<file path="config.mk">
export PLATFORM = sky130hd
export DESIGN_NAME = demux_1_16_9b_bank
export DESIGN_NICKNAME = d
export VERILOG_FILES = /design/src/rtl/demux_1_16_9b_bank_pkg.sv /design/src/rtl/demux_1_16_9b_bank_reg_9b_en.sv /design/src/rtl/demux_1_16_9b_bank.sv
export SDC_FILE = /design/constraint.sdc
export NUM_CORES = 1
export LEC_CHECK = 0
export CORE_MARGIN = 1
export CORE_UTILIZATION = 45
export DETAILED_ROUTE_END_ITERATION = 8
export PLACE_DENSITY = 0.73
export SLEW_MARGIN = 30
export SYNTH_ARGS = -nofsm -noshare
export SYNTH_HDL_FRONTEND = slang
export SYNTH_SLANG_ARGS = --single-unit
</file>
<file path="constraint.sdc">
create_clock -name clk -period 7.54 [get_ports clk]
set_input_delay 1.131 -clock clk [delete_from_list [all_inputs] [get_ports clk]]
set_output_delay 1.131 -clock clk [all_outputs]
set_load 0.005 [all_outputs]
</file>
<file path="src/rtl/demux_1_16_9b_bank_pkg.sv">
// rtl/demux_1_16_9b_bank_pkg.sv - shared state encodings and sizes for the 16-entry write bank
package demux_1_16_9b_bank_pkg;

    localparam int NUM_ENTRIES = 16;
    localparam int DEF_WIDTH   = 9;

    typedef enum logic [1:0] {
        ST_IDLE  = 2'd0,
        ST_BURST = 2'd1,
        ST_CLEAR = 2'd2
    } bank_state_t;

endpackage

</file>
<file path="src/rtl/demux_1_16_9b_bank_reg_9b_en.sv">
// rtl/demux_1_16_9b_bank_reg_9b_en.sv - one holding register with load enable and async reset value
module reg_9b_en
    import demux_1_16_9b_bank_pkg::*;
#(
    parameter int               WIDTH   = DEF_WIDTH,
    parameter logic [WIDTH-1:0] CLR_VAL = '0
) (
    input  logic             clk,
    input  logic             rst,
    input  logic             en,
    input  logic [WIDTH-1:0] d,
    output logic [WIDTH-1:0] q
);

    always_ff @(posedge clk or posedge rst) begin
        if (rst) begin
            q <= CLR_VAL;
        end else if (en) begin
            q <= d;
        end
    end

endmodule

</file>
<file path="src/rtl/demux_1_16_9b_bank.sv">
// rtl/demux_1_16_9b_bank.sv - steers one input word into one of 16 registers; single, burst and clear writes
module demux_1_16_9b_bank
    import demux_1_16_9b_bank_pkg::*;
#(
    parameter int               WIDTH   = DEF_WIDTH,
    parameter logic [WIDTH-1:0] CLR_VAL = '0
) (
    input  logic             clk,
    input  logic             rst,
    input  logic [WIDTH-1:0] D,
    input  logic             sel3,
    input  logic             sel2,
    input  logic             sel1,
    input  logic             sel0,
    input  logic             wr,
    input  logic             burst_start,
    input  logic             clr,
    output logic [WIDTH-1:0] A,
    output logic [WIDTH-1:0] B,
    output logic [WIDTH-1:0] C,
    output logic [WIDTH-1:0] D_OUT,
    output logic [WIDTH-1:0] E,
    output logic [WIDTH-1:0] F,
    output logic [WIDTH-1:0] G,
    output logic [WIDTH-1:0] H,
    output logic [WIDTH-1:0] I,
    output logic [WIDTH-1:0] J,
    output logic [WIDTH-1:0] K,
    output logic [WIDTH-1:0] L,
    output logic [WIDTH-1:0] M,
    output logic [WIDTH-1:0] N,
    output logic [WIDTH-1:0] O,
    output logic [WIDTH-1:0] P,
    output logic [15:0]      VLD,
    output logic             ready,
    output logic             done
);

    bank_state_t            state, next_state;
    logic [3:0]             ptr, next_ptr;
    logic [3:0]             cnt, next_cnt;
    logic                   next_done;
    logic                   wr_en;
    logic [3:0]             widx;
    logic [3:0]             sel;
    logic [NUM_ENTRIES-1:0] we;
    logic [WIDTH-1:0]       wdata;
    logic [WIDTH-1:0]       q [NUM_ENTRIES];

    assign sel = {sel3, sel2, sel1, sel0};

    always_ff @(posedge clk or posedge rst) begin
        if (rst) begin
            state <= ST_IDLE;
            ptr   <= '0;
            cnt   <= '0;
            done  <= 1'b0;
        end else begin
            state <= next_state;
            ptr   <= next_ptr;
            cnt   <= next_cnt;
            done  <= next_done;
        end
    end

    always_comb begin
        next_state = state;
        next_ptr   = ptr;
        next_cnt   = cnt;
        next_done  = 1'b0;
        wr_en      = 1'b0;
        widx       = ptr;
        case (state)
            ST_IDLE: begin
                if (clr) begin
                    next_ptr   = '0;
                    next_state = ST_CLEAR;
                end else if (burst_start) begin
                    next_ptr   = sel;
                    next_cnt   = '0;
                    next_state = ST_BURST;
                end else if (wr) begin
                    wr_en = 1'b1;
                    widx  = sel;
                end
            end
            ST_BURST: begin
                // clr wins over a same-cycle write and suppresses the burst completion pulse
                if (clr) begin
                    next_ptr   = '0;
                    next_state = ST_CLEAR;
                end else if (wr) begin
                    wr_en    = 1'b1;
                    next_ptr = ptr + 4'd1;
                    next_cnt = cnt + 4'd1;
                    if (cnt == 4'd15) begin
                        next_state = ST_IDLE;
                        next_done  = 1'b1;
                    end
                end
            end
            ST_CLEAR: begin
                wr_en    = 1'b1;
                next_ptr = ptr + 4'd1;
                if (ptr == 4'd15) begin
                    next_state = ST_IDLE;
                    next_done  = 1'b1;
                end
            end
            default: begin
                next_state = ST_IDLE;
            end
        endcase
    end

    assign we    = wr_en ? ({{(NUM_ENTRIES-1){1'b0}}, 1'b1} << widx) : '0;
    assign wdata = (state == ST_CLEAR) ? CLR_VAL : D;
    assign ready = (state != ST_CLEAR);

    always_ff @(posedge clk or posedge rst) begin
        if (rst) begin
            VLD <= '0;
        end else if (state == ST_CLEAR) begin
            VLD <= VLD & ~we;
        end else begin
            VLD <= VLD | we;
        end
    end

    for (genvar i = 0; i < NUM_ENTRIES; i++) begin : g_entry
        reg_9b_en #(
            .WIDTH   (WIDTH),
            .CLR_VAL (CLR_VAL)
        ) u_reg (
            .clk (clk),
            .rst (rst),
            .en  (we[i]),
            .d   (wdata),
            .q   (q[i])
        );
    end

    assign A     = q[0];
    assign B     = q[1];
    assign C     = q[2];
    assign D_OUT = q[3];
    assign E     = q[4];
    assign F     = q[5];
    assign G     = q[6];
    assign H     = q[7];
    assign I     = q[8];
    assign J     = q[9];
    assign K     = q[10];
    assign L     = q[11];
    assign M     = q[12];
    assign N     = q[13];
    assign O     = q[14];
    assign P     = q[15];

endmodule

</file>
==> results of run 1 <==
==> layout make-up <==
cell class / count / area, um^2 / area share
repair buffers: 184 / 1830 / 0.186
clock buffers: 17 / 425 / 0.0432
well taps: 216 / 270 / 0.0274
inverters: 10 / 42.5 / 0.00432
clock inverters: 15 / 181 / 0.0184
flip-flops and latches: 171 / 4280 / 0.434
multi-input cells: 296 / 2820 / 0.286
==> how the worst max path moves through the flow <==
stage / slack, ns / endpoint / start / cells after the start
2_1_floorplan: 1.78 / async pin / rst / 1
3_3_place_gp: 3.56 / g_entry[15].u_reg.q[1]$_DFFE_PP0P_ / clr / 5
3_5_place_dp: 3.70 / g_entry[15].u_reg.q[2]$_DFFE_PP0P_ / clr / 5
4_1_cts: 3.86 / ready / state[0]$_DFFE_PP0P_ / 4
5_1_grt: 3.72 / ready / state[0]$_DFFE_PP0P_ / 4
6_report: 3.89 / ready / state[0]$_DFFE_PP0P_ / 4
==> registers in the layout, summed over array words and instances (netlist names), named ones only <==
| signal | count |
|---|---|
| cnt | 4 |
| done | 1 |
| g_entry.u_reg.q | 144 |
| ptr | 4 |
| state | 2 |
==> per-stage QoR <==
step                      utilization  cells
after floorplan                     -    503
after global placement          0.584    877
after detailed placement        0.584    877
after CTS                       0.622    909
after global routing            0.622    909
final                           0.622    909
==> kinds of logic (layout without fill, tap and decap cells) <==
group                    count (synthesis)  count (layout)
AO/OA/AOI/OAI                           44              44
adder cells (fa/ha/maj)                  6               6
buffers and inverters                   36             226
multiplexers                           162             162
AND/OR/NAND/NOR                         84              84
flip-flops                             171             171
==> worst register-to-register path, stage by stage, from the launching register on <==
cell     delay [ns]
dfrtp_1        0.42
inv_1          0.12
ha_1           0.67
inv_2          0.36
a221o_2        0.70
a21oi_2        0.64
mux2_2         0.42
==> synth_stat cells, types with 2 or more instances <==
cell | instances | area share
mux2_4 | 10 | 0.021
mux2_2 | 149 | 0.23
dfrtp_1 | 171 | 0.59
o21a_1 | 2 | 0.0021
nand2_1 | 5 | 0.0026
nand3_1 | 24 | 0.017
nor2b_1 | 15 | 0.013
o22ai_1 | 2 | 0.0017
a21oi_4 | 10 | 0.022
ha_1 | 6 | 0.010
or3_1 | 2 | 0.0017
mux2_1 | 3 | 0.0046
clkbuf_1 | 15 | 0.0077
nand4_1 | 16 | 0.014
and2b_1 | 4 | 0.0041
a21oi_1 | 3 | 0.0021
a21o_1 | 4 | 0.0041
buf_4 | 2 | 0.0021
nand2b_1 | 4 | 0.0034
nor2_1 | 10 | 0.0052
a22o_1 | 3 | 0.0036
inv_1 | 9 | 0.0046
o21ai_0 | 9 | 0.0062
buf_2 | 7 | 0.0048
==> cell usage in the layout (no fill, tap or decap), drive strengths merged, types with 3 or more instances in the layout <==
| cell | n |
|---|---|
| buf | 5 |
| a21o | 4 |
| nand3 | 24 |
| o21ai | 9 |
| mux2 | 162 |
| inv | 17 |
| clkbuf | 17 |
| nand2 | 5 |
| dfrtp | 171 |
| clkdlybuf4s50 | 179 |
| nor2 | 10 |
| a22o | 3 |
| clkinvlp | 3 |
| nor2b | 15 |
| nand4 | 16 |
| a21oi | 14 |
| clkinv | 3 |
| nand2b | 4 |
| ha | 6 |
| and2b | 4 |
==> where the power goes <==
part           total (uW)  internal (uW)  switching [uW]
Clock                 894            501             393
Combinational        1430            858             572
Sequential           1440           1240             202
==> routing by layer <==
metal	GRT usage	up-vias	routed length, um
met2	0.407	145	9770
met5	0	-	0
met4	0.0740	0	317
li1	-	2168	-
met1	0.282	2509	7490
met3	0.0747	25	1240
==> impl_metrics.yaml, run 1 <==
critical_path:
  crit_type: "flop to primary output"
  critical_path.max_stage_delay_ns: 0.67
  path_max_fanout: 18
  path_delay_family: "buffers and inverters"
  worstSetupEndpointType: "primary output"
  crit_buf_inv: 3
  r2r_setup_slack_ns: 4.10
  r2r-end: "g_entry[8].u_reg.q[8]$_DFFE_PP0P_"
  worst_path_max_delay_cell: "ha_1"
  arrival_ns: 2.52
  rr_worst_depth: 6
  critPathLaunchType: "flop"
  r2r_start: "state[0]$_DFFE_PP0P_"
  critical_path.cell_chain: "inv_1 -> ha_1 -> inv_2 -> clkdlybuf4s50_1"
  cp.required_ns: 6.41
floorplan:
  die_x_um: 129
  start_util: 0.459
  core_area_um2: 15800
  dieArea_um2: 16700
  ios: 180
  die_h_um: 129
  num_rows: 46
routing:
  drt_iter0_drc: 246
  vias: 4847
  first_pass_iters: 5
  vias_per_cell: 5.33
  ant_nets: 0
  wl_mm: 18.8
  route.detailed.drc: 0
  post_drt_wl_per_cell_um: 20.7
yosys:
  synth_warnings: 0
  synth-edff-count: 0
  muxShareOfSynthArea: 0.256
  synthArstFlopShare: 1.00
  synth_cells: 503
  syn_area_per_cell_um2: 14.5
  synth_area_um2: 7270
  synth_compound_area_frac: 0.0556
  synth-seq-cells: 171
  synth_cell_types: 42
  synth_adder_area_share: 0.0103
  syn_nets: 527
  synth_xor_area_frac: 0
  seq_area_frac_synth: 0.589
  synth-simple-area-share: 0.0652
  synth_top_family_by_area: "multiplexers"
  synth-main-ff-cell: "dfrtp_1"
timing:
  fin_ws_ns: 3.89
  skew_ns: 0.00562
  holdWs_ns: 0.499
  final_max_slew_viol_count: 0
  tns_ns: 0
  hold_violations: 0
  slew_headroom: 0.422
  worst_pin_slew_ns: 0.866
  timing.fmax_mhz: 274
  fin_crit_ns: 3.65
  rsz0062_at_grt: "no"
  period_share: 0.484
  finalSetupViolCount: 0
run:
  maxCapViolCount: 0
cts:
  root_buffer: "clkbuf_16"
  cts_buffer_depth: 2
  clk_pin_slew_ns: 0.07
  cts.repair.resized: 0
  cts_hold_buffers: 0
  cts_buffers: 17
  postCtsSetupBuffers: 0
  h-tree-depth: 4
  cts_sinks: 171
  tritoncts: "built"
  clk_latency_ns: 0.42
grt:
  grt_pass1_vias: 5178
  antenna_found_initial: 0
  grt_first_pass_wirelength_mm: 29.1
  grt_max_degree: 91
  grt_use_total: 0.236
  gr-total-overflow: 0
final_layout:
  drive_above_1_share: 0.307
  fin_area_um2: 9850
  nets: 704
  diodes: 0
  syn_to_final_growth_pct: 35.5
  fillers: 1198
power:
  power_uw: 3760
  ir_worst_vdd_mv: 0.221
  p_leak_uw: 0.00430
  power_density_nw_per_um2: 382
placed_design:
  place_area_um2: 9240
  gp_congestion: 0.933
  io_buffers: 179
  place_ws_ns: 3.70
  dp_hpwl_mm: 13.0
outcome:
  status: "finished clean"
min_path:
  hold_class: "flop to flop"
  min_path_cells: 1
Power figures use the tool's default switching activity.
==> run 2, diff against run 1 <==
clock period = 3.7 ns   (was 7.54 ns; I/O delays follow)
==> run 2 against run 1 <==
Design area grew 0.34%. Core utilization is 0.21 points higher. Non-clock buffer count increased by 5. Critical path type unchanged. Largest cell class unchanged.
==> impl_metrics.yaml, run 2 (same netlist as run 1, synthesis figures left out) <==
power:
  p_leak_uw: 0.00431
  ir_worst_vdd_mv: 0.427
  power_density_nw_per_um2: 769
cts:
  cts_hold_buffers: 0
  cts_buffer_depth: 2
  cts_buffers: 17
  cts.repair.resized: 0
  postCtsSetupBuffers: 0
  tritoncts: "built"
  clk_latency_ns: 0.43
  cts_sinks: 171
  clk_pin_slew_ns: 0.07
  root_buffer: "clkbuf_16"
  h-tree-depth: 4
final_layout:
  final_cell_mix: "179 x clkdlybuf4s50_1, 171 x dfrtp_1, 149 x mux2_2"
  top_register: "g_entry.u_reg.q"
  diodes: 0
  syn_to_final_growth_pct: 36.0
  drive_above_1_share: 0.311
  fillers: 1189
  largest_register_ffs: 144
  final_common_cell: "clkdlybuf4s50_1"
  nets: 709
  fin_area_um2: 9880
  reg_top3: "g_entry.u_reg.q: 144 flops, cnt: 4 flops, ptr: 4 flops"
critical_path:
  critical_path.max_stage_delay_ns: 0.57
  path_delay_family: "buffers and inverters"
  r2r_start: "state[0]$_DFFE_PP0P_"
  crit_type: "flop to primary output"
  r2r_setup_slack_ns: 0.93
  worstSetupEndpointType: "primary output"
  path_max_fanout: 18
  worst_path_max_delay_cell: "clkdlybuf4s50_1"
  crit_buf_inv: 4
  critical_path.cell_chain: "inv_1 -> ha_1 -> buf_4 -> inv_2 -> clkdlybuf4s50_1"
  arrival_ns: 2.24
  rr_worst_depth: 8
  cp.required_ns: 3.14
  r2r-end: "g_entry[7].u_reg.q[4]$_DFFE_PP0P_"
  critPathLaunchType: "flop"
routing:
  post_drt_wl_per_cell_um: 20.4
  vias_per_cell: 5.39
  drt_iter0_drc: 288
  first_pass_iters: 5
  vias: 4927
  wl_mm: 18.6
  route.detailed.drc: 0
  ant_nets: 0
grt:
  grt_max_degree: 70
  grt_use_total: 0.237
  gr-total-overflow: 0
  antenna_found_initial: 0
  grt_first_pass_wirelength_mm: 29.2
  grt_pass1_vias: 5174
timing:
  finalSetupViolCount: 0
  tns_ns: 0
  worst_pin_slew_ns: 0.829
  final_max_slew_viol_count: 0
  slew_headroom: 0.446
  period_share: 0.754
  holdWs_ns: 0.487
  skew_ns: 0.0108
  hold_violations: 0
  timing.fmax_mhz: 358
  fin_crit_ns: 2.79
  rsz0062_at_grt: "no"
  fin_ws_ns: 0.910
min_path:
  hold_class: "flop to flop"
  min_path_cells: 1
floorplan:
  dieArea_um2: 16700
  ios: 180
  num_rows: 46
  die_h_um: 129
  die_x_um: 129
  start_util: 0.459
  core_area_um2: 15800
placed_design:
  io_buffers: 179
  place_ws_ns: 0.541
  dp_hpwl_mm: 12.8
  place_area_um2: 9300
  gp_congestion: 0.926
outcome:
  status: "finished clean"
run:
  maxCapViolCount: 0
==> run 2: cell types whose count changed in the layout (fill, tap and decap cells not counted), moves of 2 or more <==
| cell | previous run | this run |
|---|---|---|
| buf_12 | 0 | 2 |
| clkbuf_8 | 0 | 2 |
| inv_8 | 3 | 1 |
| buf_4 | 4 | 8 |
| clkinvlp_4 | 3 | 6 |
==> run 2: area by class of cell <==
cell class                 instances  area, um^2  area share
timing repair buffer             189        1890       0.191
inverter                          10        41.3     0.00418
clock buffer                      19         453      0.0458
clock inverter                    13         131      0.0133
sequential                       171        4280       0.433
tap                              216         270      0.0273
multi-input combinational        296        2820       0.285
==> run 2: routing by layer <==
layer,track usage,part of all wire
met5,0,0
met4,0.0872,0.019
met3,0.0731,0.066
met2,0.400,0.51
met1,0.287,0.40
==> run 2: stage by stage <==
step,total power (uW),std cells,utilization
detailed placement,5900,882,0.588
global placement,5790,882,0.587
global route,7990,914,0.625
finish,7600,914,0.625
CTS,7670,914,0.625
floorplan,4170,503,-
==> run 2: where the power goes <==
part | internal, uW | leakage [uW] | switching [uW]
sequential | 2530 | 0.00225 | 418
combinational | 1760 | 0.00179 | 1160
clock | 977 | 0.000271 | 763
==> run 2: how the worst max path moves through the flow <==
stage,slack (ns),end,cells past startpoint,start
floorplan,0.96,async pin,1,rst
global placement,0.63,g_entry[12].u_reg.q[0]$_DFFE_PP0P_,5,clr
CTS,0.90,ready,5,state[0]$_DFFE_PP0P_
finish,0.91,ready,5,state[0]$_DFFE_PP0P_
detailed placement,0.54,g_entry[12].u_reg.q[4]$_DFFE_PP0P_,5,clr
global route,0.76,ready,5,state[0]$_DFFE_PP0P_
==> run 3, diff against run 2 <==
PLACE_DENSITY = 0.76   (was 0.73)
clock period = 2.4 ns   (was 3.7 ns; I/O delays follow)
==> run 3 against run 2 <==
Critical path type is now flop to flop. Core utilization grew 2.2 points. Power is 56% higher. Clock power rose by 47%. Flip-flop and latch count stayed put. Final cell count is 2.8% higher. Worst hold slack lost 0.21 ns. Sequential share of layout area is 1.4 points lower. Non-clock buffer count is 26 higher. Die area unchanged. Highest routed layer unchanged. Largest power group is now combinational logic. Worst setup slack worse by 0.81 ns.
==> impl_metrics.yaml, run 3 (same netlist as run 1, synthesis figures left out) <==
routing:
  route.detailed.drc: 0
  wl_mm: 19.2
  post_drt_wl_per_cell_um: 20.4
  drt_iter0_drc: 278
  vias_per_cell: 5.30
  first_pass_iters: 5
  ant_nets: 0
  vias: 4980
critical_path:
  critPathLaunchType: "flop"
  crit_type: "flop to flop"
  cp-startpoint: "state[1]$_DFFE_PP0P_"
  r2r-end: "g_entry[9].u_reg.q[1]$_DFFE_PP0P_"
  r2r_setup_slack_ns: 0.10
  cp-endpoint: "g_entry[9].u_reg.q[1]$_DFFE_PP0P_"
  rr_worst_depth: 7
  arrival_ns: 2.60
  worstSetupEndpointType: "flop"
  r2r_start: "state[1]$_DFFE_PP0P_"
  path_max_fanout: 17
  cp.required_ns: 2.70
cts:
  h-tree-depth: 4
  cts_buffer_depth: 2
  cts_buffers: 17
  tritoncts: "built"
  clk_pin_slew_ns: 0.06
  clk_latency_ns: 0.42
  root_buffer: "clkbuf_16"
  cts_sinks: 171
  cts_hold_buffers: 0
power:
  ir_worst_vdd_mv: 0.667
  power_density_nw_per_um2: 1160
  p_leak_uw: 0.00448
floorplan:
  ios: 180
  core_area_um2: 15800
  start_util: 0.459
  dieArea_um2: 16700
  die_h_um: 129
  num_rows: 46
  die_x_um: 129
final_layout:
  largest_register_ffs: 144
  final_cells: 940
  diodes: 0
  nets: 735
  syn_to_final_growth_pct: 40.7
  top_register: "g_entry.u_reg.q"
  reg_top3: "g_entry.u_reg.q: 144 flops, cnt: 4 flops, ptr: 4 flops"
  final_cell_mix: "179 x clkdlybuf4s50_1, 171 x dfrtp_1, 149 x mux2_2"
  layout.area.seq_um2: 4280
  multiInputGateArea_um2: 2820
  fillers: 1163
  final_common_cell: "clkdlybuf4s50_1"
  drive_above_1_share: 0.341
timing:
  slew_headroom: 0.598
  final_max_slew_viol_count: 0
  hold_violations: 0
  rsz0062_at_grt: "no"
  fin_crit_ns: 2.30
  finalSetupViolCount: 0
  skew_ns: 0.00721
  holdWs_ns: 0.280
  period_share: 0.958
  worst_pin_slew_ns: 0.603
  timing.fmax_mhz: 435
outcome:
  status: "finished clean"
placed_design:
  io_buffers: 179
  gp_congestion: 0.922
  placedCellCount: 907
  dp_hpwl_mm: 13.4
grt:
  met1_usage: 0.287
  antenna_found_initial: 0
  grt_pass1_vias: 5393
  grt_util_met3: 0.0784
  grt_use_total: 0.243
  met2_usage: 0.417
  grt_first_pass_wirelength_mm: 30.1
  grt.busiest_layer: "met2"
  gr-total-overflow: 0
  grt_max_degree: 90
min_path:
  hold_class: "primary input to async pin"
run:
  maxCapViolCount: 0
-- run 3: changes by cell type in the layout (fill, tap and decap cells not counted), sizes merged --
cell / change
clkinv: +4
clkinvlp: -3
buf: +26
inv: -4
bufinv: -1
clkbuf: +4
-- run 3: critical path: stages, from the launching register on --
cell and delay (ns):
dfrtp_1 0.40, inv_1 0.13, ha_1 0.25, and4bb_2 0.47, nand3_1 0.20, a21oi_4 0.20, buf_12 0.16, mux2_2 0.36
-- run 3: timing repair --
action | CTS | global route
gates cloned | 0 | 0
gates resized for setup | 3 | 5
endpoints found under the hold margin | 0 | 0
setup endpoints to repair | 8 | 46
buffers inserted | 0 | 1
-- run 3: cell type report --
class	instances	share of cell area
Tap cell	216	0.0264
Clock buffer	23	0.0487
Timing Repair Buffer	215	0.220
Multi-Input combinational cell	296	0.276
Inverter	10	0.00404
Clock inverter	9	0.00600
Sequential cell	171	0.418
-- run 3: power breakdown --
part / internal (uW) / total, uW / switching (uW)
clock network: 1460 / 2560 / 1100
registers: 3890 / 4530 / 632
logic: 2880 / 4740 / 1860
total: 8240 / 11800 / 3600
-- run 3: per-layer routing --
metal | wire length, um | up-vias
met5 | 0 | -
met3 | 1350 | 38
met1 | 7480 | 2515
li1 | - | 2225
met4 | 483 | 0
met2 | 9850 | 202
-- run 3: how the worst min path moves through the flow --
stage / to / slack, ns
2_1_floorplan: cnt[1]$_DFFE_PP0P_ / 0.48
3_3_place_gp: flop / 0.47
3_5_place_dp: flop / 0.48
4_1_cts: done$_DFF_PP0_ / 0.27
5_1_grt: done$_DFF_PP0_ / 0.29
6_report: done$_DFF_PP0_ / 0.28
-- run 3: per-stage QoR --
step / worst slack [ns] / power [uW] / setup TNS, ns / area (um^2) / utilization
3_5_place_dp: -0.195 / 9280 / -22.05 / 9650 / 0.610
6_report: 0.101 / 11800 / 0 / 10200 / 0.646
2_1_floorplan: -0.143 / 6430 / -24.40 / 7270 / -
5_1_grt: 0.0211 / 12500 / 0 / 10200 / 0.646
4_1_cts: 0.0561 / 11900 / 0 / 10200 / 0.645
3_3_place_gp: -0.0825 / 9080 / -10.83 / 9650 / 0.610
